===== src/rtl/iiq_sched_pkg.sv =====
// Shared types and helpers for the integer issue queue scheduler.
// Holds default sizes, the per-slot metadata struct and the wakeup tag matcher.
package iiq_sched_pkg;

  localparam int IIQ_N_ENTRIES   = 8;
  localparam int IIQ_ENTRY_WIDTH = 32;
  localparam int ROB_ID_WIDTH    = 6;
  localparam int IIQ_N_WAKEUP    = 2;

  typedef struct packed {
    logic                    valid;
    logic [ROB_ID_WIDTH-1:0] src1_tag;
    logic                    src1_rdy;
    logic [ROB_ID_WIDTH-1:0] src2_tag;
    logic                    src2_rdy;
  } iiq_sched_entry_t;

  // True when any valid broadcast port carries the given tag.
  function automatic logic tag_match(
    input logic [IIQ_N_WAKEUP-1:0]                   vld,
    input logic [IIQ_N_WAKEUP-1:0][ROB_ID_WIDTH-1:0] tags,
    input logic [ROB_ID_WIDTH-1:0]                   tag
  );
    logic hit;
    hit = 1'b0;
    for (int j = 0; j < IIQ_N_WAKEUP; j++) begin
      if (vld[j] && (tags[j] == tag)) hit = 1'b1;
    end
    return hit;
  endfunction

endpackage


===== src/rtl/onehot_lsb_picker.sv =====
// One-hot grant of the lowest-index set request bit (all zeros if none).
// Ports: req_i request vector, gnt_o one-hot grant.
module onehot_lsb_picker #(
  parameter int N = 8
) (
  input  logic [N-1:0] req_i,
  output logic [N-1:0] gnt_o
);

  // Two's-complement isolates the lowest set bit.
  assign gnt_o = req_i & (~req_i + N'(1));

endmodule


===== src/rtl/iiq_issue_scheduler.sv =====
// Scheduler for the integer issue shift queue: metadata shadow, wakeup,
// oldest-ready select and a one-entry issue slot toward the integer FU.
// Ports: enq_* dispatch side, wakeup_* broadcasts, deq_* queue select/data,
// issue_* FU handshake, entry_count shadow occupancy.
module iiq_issue_scheduler
  import iiq_sched_pkg::*;
#(
  parameter  int N_ENTRIES   = IIQ_N_ENTRIES,
  parameter  int ENTRY_WIDTH = IIQ_ENTRY_WIDTH,
  parameter  int TAG_WIDTH   = ROB_ID_WIDTH,
  parameter  int N_WAKEUP    = IIQ_N_WAKEUP,
  localparam int CTR_WIDTH   = $clog2(N_ENTRIES) + 1
) (
  input  logic                               clk,
  input  logic                               rst_aL,
  input  logic                               enq_fire,
  input  logic [TAG_WIDTH-1:0]               enq_src1_tag,
  input  logic                               enq_src1_rdy,
  input  logic [TAG_WIDTH-1:0]               enq_src2_tag,
  input  logic                               enq_src2_rdy,
  input  logic [N_WAKEUP-1:0]                wakeup_valid,
  input  logic [N_WAKEUP-1:0][TAG_WIDTH-1:0] wakeup_tag,
  output logic                               deq_ready,
  output logic [N_ENTRIES-1:0]               deq_sel_onehot,
  input  logic [ENTRY_WIDTH-1:0]             deq_data,
  output logic                               issue_valid,
  input  logic                               issue_ready,
  output logic [ENTRY_WIDTH-1:0]             issue_data,
  output logic [CTR_WIDTH-1:0]               entry_count
);

  iiq_sched_entry_t [N_ENTRIES-1:0] slot_q;
  iiq_sched_entry_t [N_ENTRIES-1:0] slot_d;
  // Slot N is a constant empty entry so the shift reads slot i+1 uniformly.
  iiq_sched_entry_t [N_ENTRIES:0]   slot_ext;
  iiq_sched_entry_t                 enq_entry;
  iiq_sched_entry_t                 nxt;

  logic [CTR_WIDTH-1:0]   count_q;
  logic [CTR_WIDTH-1:0]   count_d;
  logic [CTR_WIDTH-1:0]   enq_pos;
  logic                   issue_valid_q;
  logic [ENTRY_WIDTH-1:0] issue_data_q;

  logic                 slot_free;
  logic                 deq;
  logic [N_ENTRIES-1:0] elig;
  logic [N_ENTRIES-1:0] gnt;
  logic [N_ENTRIES-1:0] shift_ge;
  logic [N_ENTRIES-1:0] valid_vec;
  logic [N_ENTRIES-1:0] run_mask;
  logic                 acc;

  always_comb begin
    elig      = '0;
    valid_vec = '0;
    run_mask  = '0;
    for (int i = 0; i < N_ENTRIES; i++) begin
      valid_vec[i] = slot_q[i].valid;
      elig[i]      = slot_q[i].valid & slot_q[i].src1_rdy
                   & slot_q[i].src2_rdy;
      run_mask[i]  = (CTR_WIDTH'(i) < count_q);
    end
  end

  onehot_lsb_picker #(
    .N (N_ENTRIES)
  ) u_pick (
    .req_i (elig),
    .gnt_o (gnt)
  );

  assign slot_free      = ~issue_valid_q | issue_ready;
  assign deq_ready      = slot_free;
  assign deq_sel_onehot = slot_free ? gnt : '0;
  assign deq            = |deq_sel_onehot;

  // Slots at and above the dequeued index move down by one.
  always_comb begin
    shift_ge = '0;
    acc      = 1'b0;
    for (int i = 0; i < N_ENTRIES; i++) begin
      acc         = acc | deq_sel_onehot[i];
      shift_ge[i] = acc;
    end
  end

  // A same-cycle broadcast is folded into the new entry's ready bits.
  always_comb begin
    enq_entry          = '0;
    enq_entry.valid    = 1'b1;
    enq_entry.src1_tag = enq_src1_tag;
    enq_entry.src2_tag = enq_src2_tag;
    enq_entry.src1_rdy = enq_src1_rdy
      | tag_match(wakeup_valid, wakeup_tag, enq_src1_tag);
    enq_entry.src2_rdy = enq_src2_rdy
      | tag_match(wakeup_valid, wakeup_tag, enq_src2_tag);
  end

  assign enq_pos  = deq ? (count_q - CTR_WIDTH'(1)) : count_q;
  assign slot_ext = {iiq_sched_entry_t'('0), slot_q};

  // Shift, then insert, then wake: an entry moving down keeps
  // any wakeup it matched in the same cycle.
  always_comb begin
    slot_d = slot_q;
    nxt    = '0;
    for (int i = 0; i < N_ENTRIES; i++) begin
      nxt = shift_ge[i] ? slot_ext[i+1] : slot_ext[i];
      if (enq_fire && (enq_pos == CTR_WIDTH'(i))) begin
        nxt = enq_entry;
      end
      if (nxt.valid) begin
        nxt.src1_rdy = nxt.src1_rdy
          | tag_match(wakeup_valid, wakeup_tag, nxt.src1_tag);
        nxt.src2_rdy = nxt.src2_rdy
          | tag_match(wakeup_valid, wakeup_tag, nxt.src2_tag);
      end
      slot_d[i] = nxt;
    end
  end

  assign count_d = count_q + CTR_WIDTH'(enq_fire) - CTR_WIDTH'(deq);

  always_ff @(posedge clk) begin
    if (!rst_aL) begin
      slot_q        <= '0;
      count_q       <= '0;
      issue_valid_q <= 1'b0;
      issue_data_q  <= '0;
    end else begin
      slot_q  <= slot_d;
      count_q <= count_d;
      if (deq) begin
        issue_valid_q <= 1'b1;
        issue_data_q  <= deq_data;
      end else if (issue_ready) begin
        issue_valid_q <= 1'b0;
      end
    end
  end

  assign issue_valid = issue_valid_q;
  assign issue_data  = issue_data_q;
  assign entry_count = count_q;

  a_no_overflow: assert property (@(posedge clk) disable iff (!rst_aL)
    !(enq_fire && (count_q == CTR_WIDTH'(N_ENTRIES)) && !deq));

  a_sel_onehot0: assert property (@(posedge clk) disable iff (!rst_aL)
    $onehot0(deq_sel_onehot));

  a_elig_valid: assert property (@(posedge clk) disable iff (!rst_aL)
    ((elig & ~valid_vec) == '0));

  a_valid_run: assert property (@(posedge clk) disable iff (!rst_aL)
    (valid_vec == run_mask));

endmodule


===== config.mk =====
export PLATFORM = sky130hd
export DESIGN_NAME = iiq_issue_scheduler
export DESIGN_NICKNAME = d
export VERILOG_FILES = /design/src/rtl/iiq_sched_pkg.sv /design/src/rtl/onehot_lsb_picker.sv /design/src/rtl/iiq_issue_scheduler.sv
export SDC_FILE = /design/constraint.sdc
export NUM_CORES = 1
export LEC_CHECK = 0
export CAP_MARGIN = 30
export CORE_MARGIN = 4
export CORE_UTILIZATION = 35
export CTS_BUF_LIST = sky130_fd_sc_hd__clkbuf_4 sky130_fd_sc_hd__clkbuf_8
export DETAILED_ROUTE_END_ITERATION = 16
export SYNTH_ARGS = -nofsm -noshare
export SYNTH_HDL_FRONTEND = slang
export SYNTH_HIERARCHICAL = 1
export SYNTH_SLANG_ARGS = --single-unit

===== constraint.sdc =====
create_clock -name clk -period 4.8 [get_ports clk]
set_input_delay 0.48 -clock clk [delete_from_list [all_inputs] [get_ports clk]]
set_output_delay 0.48 -clock clk [all_outputs]
set_load 0.005 [all_outputs]

Yosys cells after proc, flatten, opt, wreduce, memory -nomap -nowiden
Index checks and enable logic that the tools add are counted.
Storage, ports and cells
  bits in registers: 157
  latch bits: 0
  memory bits (writable): 0
  memory bits (read-only): 0
  logic and storage cells: 270
  memories: 0
Cells by class
  $add $sub $neg: 4
  multiply operators: 0
  div/mod/pow operators: 0
  magnitude comparators: 0
  equal/unequal tests: 43
  shift operators: 0
  muxes and demuxes: 88
  bitwise logic cells: 45
  reductions and logical operators: 47
Operator list (number)
  $mux W15: 16
  $eq A6 B6 Y1: 36
  $mux W1: 70
  $logic_and A1 B1 Y1: 44
  $or A1 B1 Y1: 26
  $and A1 B1 Y1: 16
  $eq A4 B3 Y1 const B: 4
  $add A8 B1 Y8 const B: 1
  $and A8 B8 Y8: 1
  $eq A4 B2 Y1 const B: 2
  $mux W8: 1
  $not A8 Y8: 1
  $reduce_or A8 Y1: 1
  $add A4 B1 Y4: 1
  $eq A4 B1 Y1 const B: 1
  $logic_not A4 Y1: 1
  $mux W4: 1
  $sub A4 B1 Y4: 1
  $sub A4 B1 Y4 const B: 1
  $reduce_bool A2 Y1: 1
  $not A1 Y1: 1

Depth between registers and ports, before layout
Gate-level depths: netlist (run 1).
  word-level depth: 22
  mapped depth: 21

Modules after synthesis
Netlist (run 1), hierarchy kept.
Modules (own cells, without submodules)
  iiq_issue_scheduler: times used 1, cells each 1269, area an instance 10471.3 µm², seq. area each 3143.0 µm²
  onehot_lsb_picker: times used 1, cells each 10, area an instance 83.8 µm², seq. area each 0.0 µm²

Worst setup path before layout (run 1)
No wires, ideal clock.
  path kind: register to register
  from: register slot_q, in the netlist slot_ext[15]
  to: register slot_q, in the netlist slot_ext[45]
  library setup time: 0.070 ns
  data arrival time: 4.863 ns
  slack: -0.133 ns
  cell stages (with the launch flop): 21
  path through: dfxtp_1 and3_1 nor4_2 and2_2 buf_2 or4_1 o21ai_4 inv_2 clkbuf_1 ha_1 nor2b_1 nand2_1 or3_1 buf_2 a21oi_1 buf_2 mux2i_1 xor2_1 nand4_1 or4_1 a21oi_1
On the way
  longest elaborated chain between the ends: 17
  elaborated cells on any way between the ends: 23
  classes of those cells: 1 x add/sub; 3 x eq/ne; 8 x mux; 7 x bitwise; 4 x reduce/logical
Ends and longest elaborated chain
  start, declared: line iiq_issue_scheduler.sv:32  | iiq_sched_entry_t [N_ENTRIES-1:0] slot_q;
  start signal, assigned: line iiq_issue_scheduler.sv:132  | slot_q <= slot_d;
  $and A1 B1 Y1 (*): line iiq_issue_scheduler.sv:61  | & slot_q[i].src2_rdy;
  via elig[1]: line iiq_issue_scheduler.sv:47  | logic [N_ENTRIES-1:0] elig;
  $not A8 Y8 (*): line onehot_lsb_picker.sv:11  | assign gnt_o = req_i & (~req_i + N'(1));
  $add A8 B1 Y8 (*): line onehot_lsb_picker.sv:11
  $and A8 B8 Y8 (*): line onehot_lsb_picker.sv:11
  via gnt[4]: line iiq_issue_scheduler.sv:48  | logic [N_ENTRIES-1:0] gnt;
  $mux W8 (*): line iiq_issue_scheduler.sv:75  | assign deq_sel_onehot = slot_free ? gnt : '0;
  $reduce_or A8 Y1 (*): line iiq_issue_scheduler.sv:76  | assign deq = |deq_sel_onehot;
  via deq: line iiq_issue_scheduler.sv:46  | logic deq;
  [2 not listed]
  $logic_and A1 B1 Y1 (*): line iiq_issue_scheduler.sv:110  | if (enq_fire && (enq_pos == CTR_WIDTH'(i))) begin
  $mux W15 (*): line iiq_issue_scheduler.sv:110
  $eq A6 B6 Y1: line iiq_sched_pkg.sv:27  | if (vld[j] && (tags[j] == tag)) hit = 1'b1;
  $logic_and A1 B1 Y1: line iiq_sched_pkg.sv:27
  $mux W1 (2 in a row): line iiq_sched_pkg.sv:27
  $mux W1: line iiq_issue_scheduler.sv:113  | if (nxt.valid) begin
  $or A1 B1 Y1: line iiq_issue_scheduler.sv:117  | | tag_match(wakeup_valid, wakeup_tag, nxt.src2_tag);
  $mux W1 (*): line iiq_issue_scheduler.sv:113
Mark *: on every way through the listed nets, which the timed path passes. The rest lies on a longest branch. The select of a mux whose other input is x is not followed.
A chain may end at the register's enable or synchronous reset.

Final worst setup path (run 1)
  from: register slot_q, in the netlist slot_ext[0]
  to: register slot_q, in the netlist slot_ext[15]
On the way
  longest elaborated chain between the ends: 17
  elaborated cells on any way between the ends: 21
  classes of those cells: 1 x add/sub; 3 x eq/ne; 8 x mux; 5 x bitwise; 4 x reduce/logical
Ends and longest elaborated chain (line)
  $and A1 B1 Y1 (*): iiq_issue_scheduler.sv:61
  via elig[0]: iiq_issue_scheduler.sv:47
  $not A8 Y8 (*): onehot_lsb_picker.sv:11
  $add A8 B1 Y8 (*): onehot_lsb_picker.sv:11
  $and A8 B8 Y8 (*): onehot_lsb_picker.sv:11
  via gnt[1]: iiq_issue_scheduler.sv:48
  $mux W8 (*): iiq_issue_scheduler.sv:75
  $reduce_or A8 Y1: iiq_issue_scheduler.sv:76
  [2 not listed]
  $logic_and A1 B1 Y1: iiq_issue_scheduler.sv:110
  $mux W15 (*): iiq_issue_scheduler.sv:110
  $eq A6 B6 Y1: iiq_sched_pkg.sv:27
  $logic_and A1 B1 Y1: iiq_sched_pkg.sv:27
  $mux W1 (2 in a row): iiq_sched_pkg.sv:27
  $mux W1: iiq_issue_scheduler.sv:113
  $or A1 B1 Y1: iiq_issue_scheduler.sv:117
  $mux W1 (*): iiq_issue_scheduler.sv:113
Marks and branches as above.

==> results.md, run 1 <==
* Status: finished, final reports clean
* Arrival @ worst endpoint at 5010 ps
* Routed vias/inst at ~5.7
* Via count at roughly 10000
* Port bufs at 109
* Clk slew on worst S/H paths at around 80 ps
* Worst hold path class: register to register
* CP Data Required Time at 5210 ps
* Register-to-Register Path Depth at 17
* Fin nets at ~1400
* Measured slew at the worst slew-check pin at approximately 900 ps
* Crit end category: register
* Die area at roughly 33000 um2
* Yosys cell types at 72
* Clock share of power at between 20 and 30%
* Worst VDD drop at 175 uV
* Die Height at 182 um
* # IOs at 110
* Clk sinks at 157
* Post-synth EDFFs at 0
* Vias in the first global route at 9931
* Crit path cell chain: and3_2 > and2b_2 > or4_1 > o21ai_4 > inv_2 > ha_1 > nor2b_2 > inv_1 > nor2_1 > o21a_2 > o21ai_2 > buf_12 > mux2i_1 > xnor2_1 > or4_1 > o41ai_1 > a41o_1
* Reg2reg end: slot_ext[15]
* Initial antenna violation count at 0
* Drt first pass iters at 5
* Critical Setup Path Class: register to register
* Ratio of cells with drive above 1 in the final layout at between 10% and 20%
* Std cell rows at 63
* H-tree depth at 4
* Diodes inserted at 0
* WL met2 at about 18 mm
* Clock skew at 17.5 ps
* Final core area utilization at 42.8%
* Core footprint at around 30000 um2
* Reg2Reg Setup Slack at 200 ps
* Total gr overflow at 0
* Capture point of the critical path: slot_ext[15]
* Min Tclk post-route at 4600 ps
* Combinational Power Share at 28.9%
* Leakage power at 4.99 nW
* GPL Wtd Cong at 0.947
* Iter 0 DRT Violations at 914
* Synth Register Bits at 157
* Post-synth top area cell: dfxtp_1
* Final hold slack at 456 ps
* Detailed-route wire length per cell at ~22 um
* R2r startpoint: slot_ext[0]
* Placed cells at ~1700
* Num CTS Buffers at 17
* P_sw at 0.00119 W
* Final Non-Filler Cells at about 1800
* Worst setup SP type: register
* Sw frac at 34.7%
* Clock Path Buffers at 2
* Reg power frac at 41.7%
* Sequential area share after synthesis at 29.8%
* P per Cell Area at 270 nW/um2
* Initial Utilization at 35.5%
* Met3 WL at roughly 2.7 mm
* Pin count of the biggest net entering global routing at a little under 80
* Die span in x at around 180 um
* Pre-CTS setup slack at 135 ps
* Fillcell total at 2985
* Slew Limit Fails at 0
* Worst-path maximum fanout at 24
* Syn_nets at 1350
* Post-synth top cells: 157 x dfxtp_1, 146 x nand2_1, 131 x nor2_1, 131 x xnor2_1, 96 x mux2i_1
* Netlist Area Pre-Place at between 10000 and 15000 um2
* DRT met1 WL at 16.8 mm
* Synth Warn # at 6
* Hold Fails Final Rpt at 0
* Worst-Skew Late Latency at 480 ps
* Ys async rst share at 0%
* Root buf cell: clkbuf_8
* Relative slew slack at about two fifths
* Max Clk Rate at about 0.22 GHz
* Area growth syn-to-layout at 20.6%
* Max stage delay cell, worst path: or4_1
* Period utilisation layout at 95.9%
* All-Layer GR Usage at 23.4%
* Post-DP HPWL at 28.3 mm
* Final setup fails at 0
* Share of the synthesized area in the top cell type at 29.8%
* PnR worst setup slack at slightly below 200 ps
* CTS tree: done
* Slowest Stage Delay on Critical Path at 630 ps
* DR top layer: met4
* Synthesized area per cell at 8.25 um2
* MaxCap Viol Count at 0
* Final ANT Viol Nets at 0
* Internal at 0.00225 W
* Synth Instances at 1279
* Primary flip-flop cell chosen by synthesis mapping: dfxtp_1
* First-pass GRT wire length at 60.2 mm
* Drt drc at 0
* Routed Wire Length at 39.5 mm
* Crit path from: slot_ext[0]
* Worst path most repeated cell: or4_1
* Most frequent cell after synthesis: dfxtp_1
* Synth area leaders: dfxtp_1 30%, xnor2_1 11%, mux2i_1 9.1%, mux2_2 5.5%, nand2_1 5.2%
==> area by class of cell <==
cell class,instances,area (um2),share of cell area [%]
clock buffer,21,277,2.17
clock inverter,11,110,0.865
inverter,21,81.3,0.639
sequential,157,3140,24.7
tap,390,488,3.83
timing repair buffer,176,1630,12.8
multi-input combinational,1001,7000,55.0
==> stage by stage <==
| step | setup TNS, ps | cell area, um2 | power (W) |
|---|---|---|---|
| 3_5_place_dp | 0 | 12300 | 0.00243 |
| 2_1_floorplan | 0 | 10600 | 0.00211 |
| 6_report | 0 | 12700 | 0.00344 |
| 5_1_grt | -17.5 | 12700 | 0.00359 |
| 3_3_place_gp | 0 | 12300 | 0.00242 |
| 4_1_cts | 0 | 12700 | 0.00344 |
==> how the worst min path moves through the flow <==
stage | slack, ps | startpoint | endpoint | cells after the start
final | 460 | issue_data[10] | issue_data[10] | 2
after global routing | 480 | issue_data[21] | issue_data[21] | 2
after CTS | 460 | issue_data[16] | issue_data[16] | 2
after detailed placement | 450 | issue_data[16] | issue_data[16] | 2
after global placement | 440 | issue_data[11] | issue_data[11] | 2
after floorplan | 450 | issue_data[0] | issue_data[0] | 2
==> logic make-up (layout without fill, tap and decap cells) <==
family / after synthesis / count (layout) / synth area share (%)
multiplexers: 155 / 155 / 15.7
AO/OA/AOI/OAI: 225 / 225 / 14.2
flip-flops: 157 / 157 / 29.8
XOR/XNOR: 191 / 191 / 15.8
buffers and inverters: 121 / 229 / 4.69
adder cells (fa/ha/maj): 7 / 7 / 0.901
AND/OR/NAND/NOR: 423 / 423 / 18.8
==> layer usage <==
layer / GRT usage, % / vias up
li1: - / 4659
met1: 30.1 / 4917
met2: 37.8 / 442
met3: 3.97 / 120
met4: 11.6 / 0
met5: 0 / -
==> cells in the final DEF, fill, tap and decap left out, drive strengths merged, types with 4 or more instances in the layout <==
cell type        n
o31ai            6
clkinv           5
and3             9
nor2           131
nor2b            9
a31oi            7
or4             10
or3              9
and2            30
a221oi           5
o211ai          16
nor4            21
a41oi            6
or2              4
dfxtp          157
clkdlybuf4s50  109
mux2i          103
xor2            60
ha               6
o21ai           46
xnor2          131
a211oi           6
nand2          146
nand4           23
o41ai            9
nor3             9
inv             23
a41o             7
a21oi           78
buf             67
a211o            4
mux2            52
nand3           13
clkbuf          21
==> state kept, by name (all words and copies together), names as in the netlist <==
name         count
issue_valid      1
slot_ext       120
issue_data      32
entry_count      4
==> power by group through the flow <==
stage | Sequential, W | Combinational [W] | Clock [W]
after floorplan | 0.00143 | 0.000680 | 0
after global placement | 0.00146 | 0.000958 | 0
after detailed placement | 0.00146 | 0.000968 | 0
after CTS | 0.00143 | 0.000975 | 0.00103
after global routing | 0.00144 | 0.00107 | 0.00108
final | 0.00144 | 0.000993 | 0.00101
==> worst max-delay path: cells and delay by family (launching register included) <==
kind	cells	cell delay, ps
AOI/OAI and AO/OA	5	950
xor gates and xnor gates	1	120
adders and majority gates	1	320
buffers and inverters	3	420
DFF	1	340
muxes	1	330
and+or+nand+nor	6	2050
==> timing repair <==
item,in CTS,in global routing
buffers inserted,0,0
hold buffers,0,0
setup endpoints to repair,0,9
gates resized for setup,0,17
Note: power is estimated with default switching activity, not from simulation.
==> run 2: changes to the inputs <==
CAP_MARGIN = default   (was 30)
==> run 2 against run 1 <==
Design area barely moved. Critical path depth fell by 1. Final cell count barely moved. Combinational power is essentially flat. Critical path type unchanged. Critical endpoint is now slot_ext[105].
==> results.md, run 2 (synthesis results as in run 1) <==
* Worst setup SP type: register
* Die Height at 182 um
* CP Data Required Time at 5220 ps
* Die span in x at 182 um
* Drt drc at 0
* Final setup fails at 0
* Initial antenna violation count at 0
* Routed vias/inst at 5.65
* Drt first pass iters at 5
* Worst hold path class: register to register
* Final hold slack at ~460 ps
* Diodes inserted at 0
* MaxCap Viol Count at 0
* Clock skew at around 12 ps
* Ratio of cells with drive above 1 in the final layout at 14.7%
* Final ANT Viol Nets at 0
* Total Neg Setup Slack at 0 ps
* Std cell rows at 63
* Core footprint at ~30000 um2
* Period utilisation layout at approximately 96%
* Iter 0 DRT Violations at 869
* Status: finished, final reports clean
* Slowest Stage Delay on Critical Path at approximately 580 ps
* Arrival @ worst endpoint at 5010 ps
* Crit path cell chain: and3_1 > nor4_2 > and3b_2 > or4_1 > o21ai_4 > inv_2 > ha_1 > nor2b_4 > nand2_1 > or3_4 > a21oi_4 > mux2_2 > xnor2_1 > or4_1 > o41ai_1 > a41o_1
* # IOs at 110
* Clock Path Buffers at 2
* Root buf cell: clkbuf_8
* Crit end category: register
* All-Layer GR Usage at roughly a quarter
* Die area at about 33000 um2
* Min Tclk post-route at 4580 ps
* Vias in the first global route at 9942
* P per Cell Area at 273 nW/um2
* Post-cts sizing count at 0
* Initial Utilization at between 30% and 40%
* Commonest non-fill, non-tap cell in the layout: dfxtp_1
* Max Clk Rate at between 0.2 and 0.25 GHz
* CP Buf/Inv Count at 1
* Commonest cells after routing, fill and taps aside: 157 x dfxtp_1, 146 x nand2_1, 131 x xnor2_1, 130 x nor2_1, 109 x clkdlybuf4s50_1
* Worst-path maximum fanout at 7
* Total gr overflow at 0
* First-pass GRT wire length at 60.0 mm
* Critical Setup Path Class: register to register
* CTS tree: done
* H-tree depth at 4
* Measured slew at the worst slew-check pin at approximately 1100 ps
* Worst path most repeated cell: or4_1
* Pin count of the biggest net entering global routing at slightly above 90
* Max reg flops at 120
* RSZ-0062 raised after global routing: false
* GPL Wtd Cong at 0.947
* Port bufs at 109
* Fillcell total at ~3000
* Critical path's top delay family: simple AND/OR/NAND/NOR gates
* Via count at 10038
* Leakage power at roughly 5.0 nW
* Hold_buf cts at 0
* Worst VDD drop at 163 uV
* Post-DP HPWL at 28.1 mm
* Detailed-route wire length per cell at 22.3 um
* Area growth syn-to-layout at 20.5%
* Slew Limit Fails at 0
* Clk sinks at 157
* Max stage delay cell, worst path: or4_1
* Clk slew on worst S/H paths at roughly 90 ps
* Post-CTS Setup Inserts at 0
* Worst-Skew Late Latency at 470 ps
* Relative slew slack at 26.8%
* Num CTS Buffers at 17
* Hold Fails Final Rpt at 0
* Routed Wire Length at 39.6 mm
* Fin nets at approximately 1400
==> run 2: changes by cell type in the layout (fill, tap and decap cells not counted), sizes merged <==
cell | before | now
buf | 67 | 66
bufinv | 1 | 2
clkbuf | 21 | 20
==> run 2: area by class of cell <==
class	instances	area, um2	area share (%)
multi-input combinational	1001	7010	55.1
clock inverter	12	140	1.10
clock buffer	20	256	2.02
timing repair buffer	175	1610	12.6
tap	390	488	3.84
sequential	157	3140	24.7
inverter	21	81.3	0.639
==> run 2: worst register-to-register path, delay by kind of cell (launching register included) <==
kind | cells | cell delay [ps]
simple gates | 8 | 2320
compound gates | 4 | 870
mux | 1 | 410
flops | 1 | 400
fa+ha+maj | 1 | 350
xor+xnor | 1 | 130
buf+inv | 1 | 60
==> run 2: final timing paths <==
| kind | startpoint | end | slack, ps | depth (start not counted) |
|---|---|---|---|---|
| setup / recovery | slot_ext[15] | slot_ext[105] | 220 | 16 |
| hold / removal | issue_data[16] | issue_data[16] | 460 | 2 |
| setup reg to reg | slot_ext[15] | slot_ext[105] | 220 | 16 |
| hold reg to reg | issue_data[16] | issue_data[16] | 460 | 2 |
==> run 2: report_power, final <==
| group | switching (W) | leakage (nW) | total, W | internal (W) |
|---|---|---|---|---|
| clock network | 0.000556 | 0.194 | 0.00104 | 0.000484 |
| logic | 0.000578 | 3.52 | 0.000994 | 0.000417 |
| registers | 0.0000590 | 1.27 | 0.00143 | 0.00137 |
==> run 2: metrics by stage <==
| step | utilization (%) | cell area (um2) | setup WS, ps | power, W | instances |
|---|---|---|---|---|---|
| 6_report | 42.8 | 12700 | 215 | 0.00347 | 1776 |
| 5_1_grt | 42.8 | 12700 | 12.8 | 0.00362 | 1776 |
| 4_1_cts | 42.6 | 12700 | 114 | 0.00346 | 1776 |
| 2_1_floorplan | - | 10600 | 10.7 | 0.00211 | 1279 |
| 3_5_place_dp | 41.2 | 12300 | 155 | 0.00243 | 1744 |
| 3_3_place_gp | 41.2 | 12300 | 218 | 0.00242 | 1744 |
==> run 2: routing by layer <==
| layer | GRT usage [%] | part of all wire (%) | vias up |
|---|---|---|---|
| met3 | 3.77 | 7.6 | 125 |
| met4 | 11.6 | 5.0 | 0 |
| li1 | - | - | 4647 |
| met2 | 37.4 | 46 | 507 |
| met1 | 30.4 | 42 | 4759 |
| met5 | 0 | 0 | - |
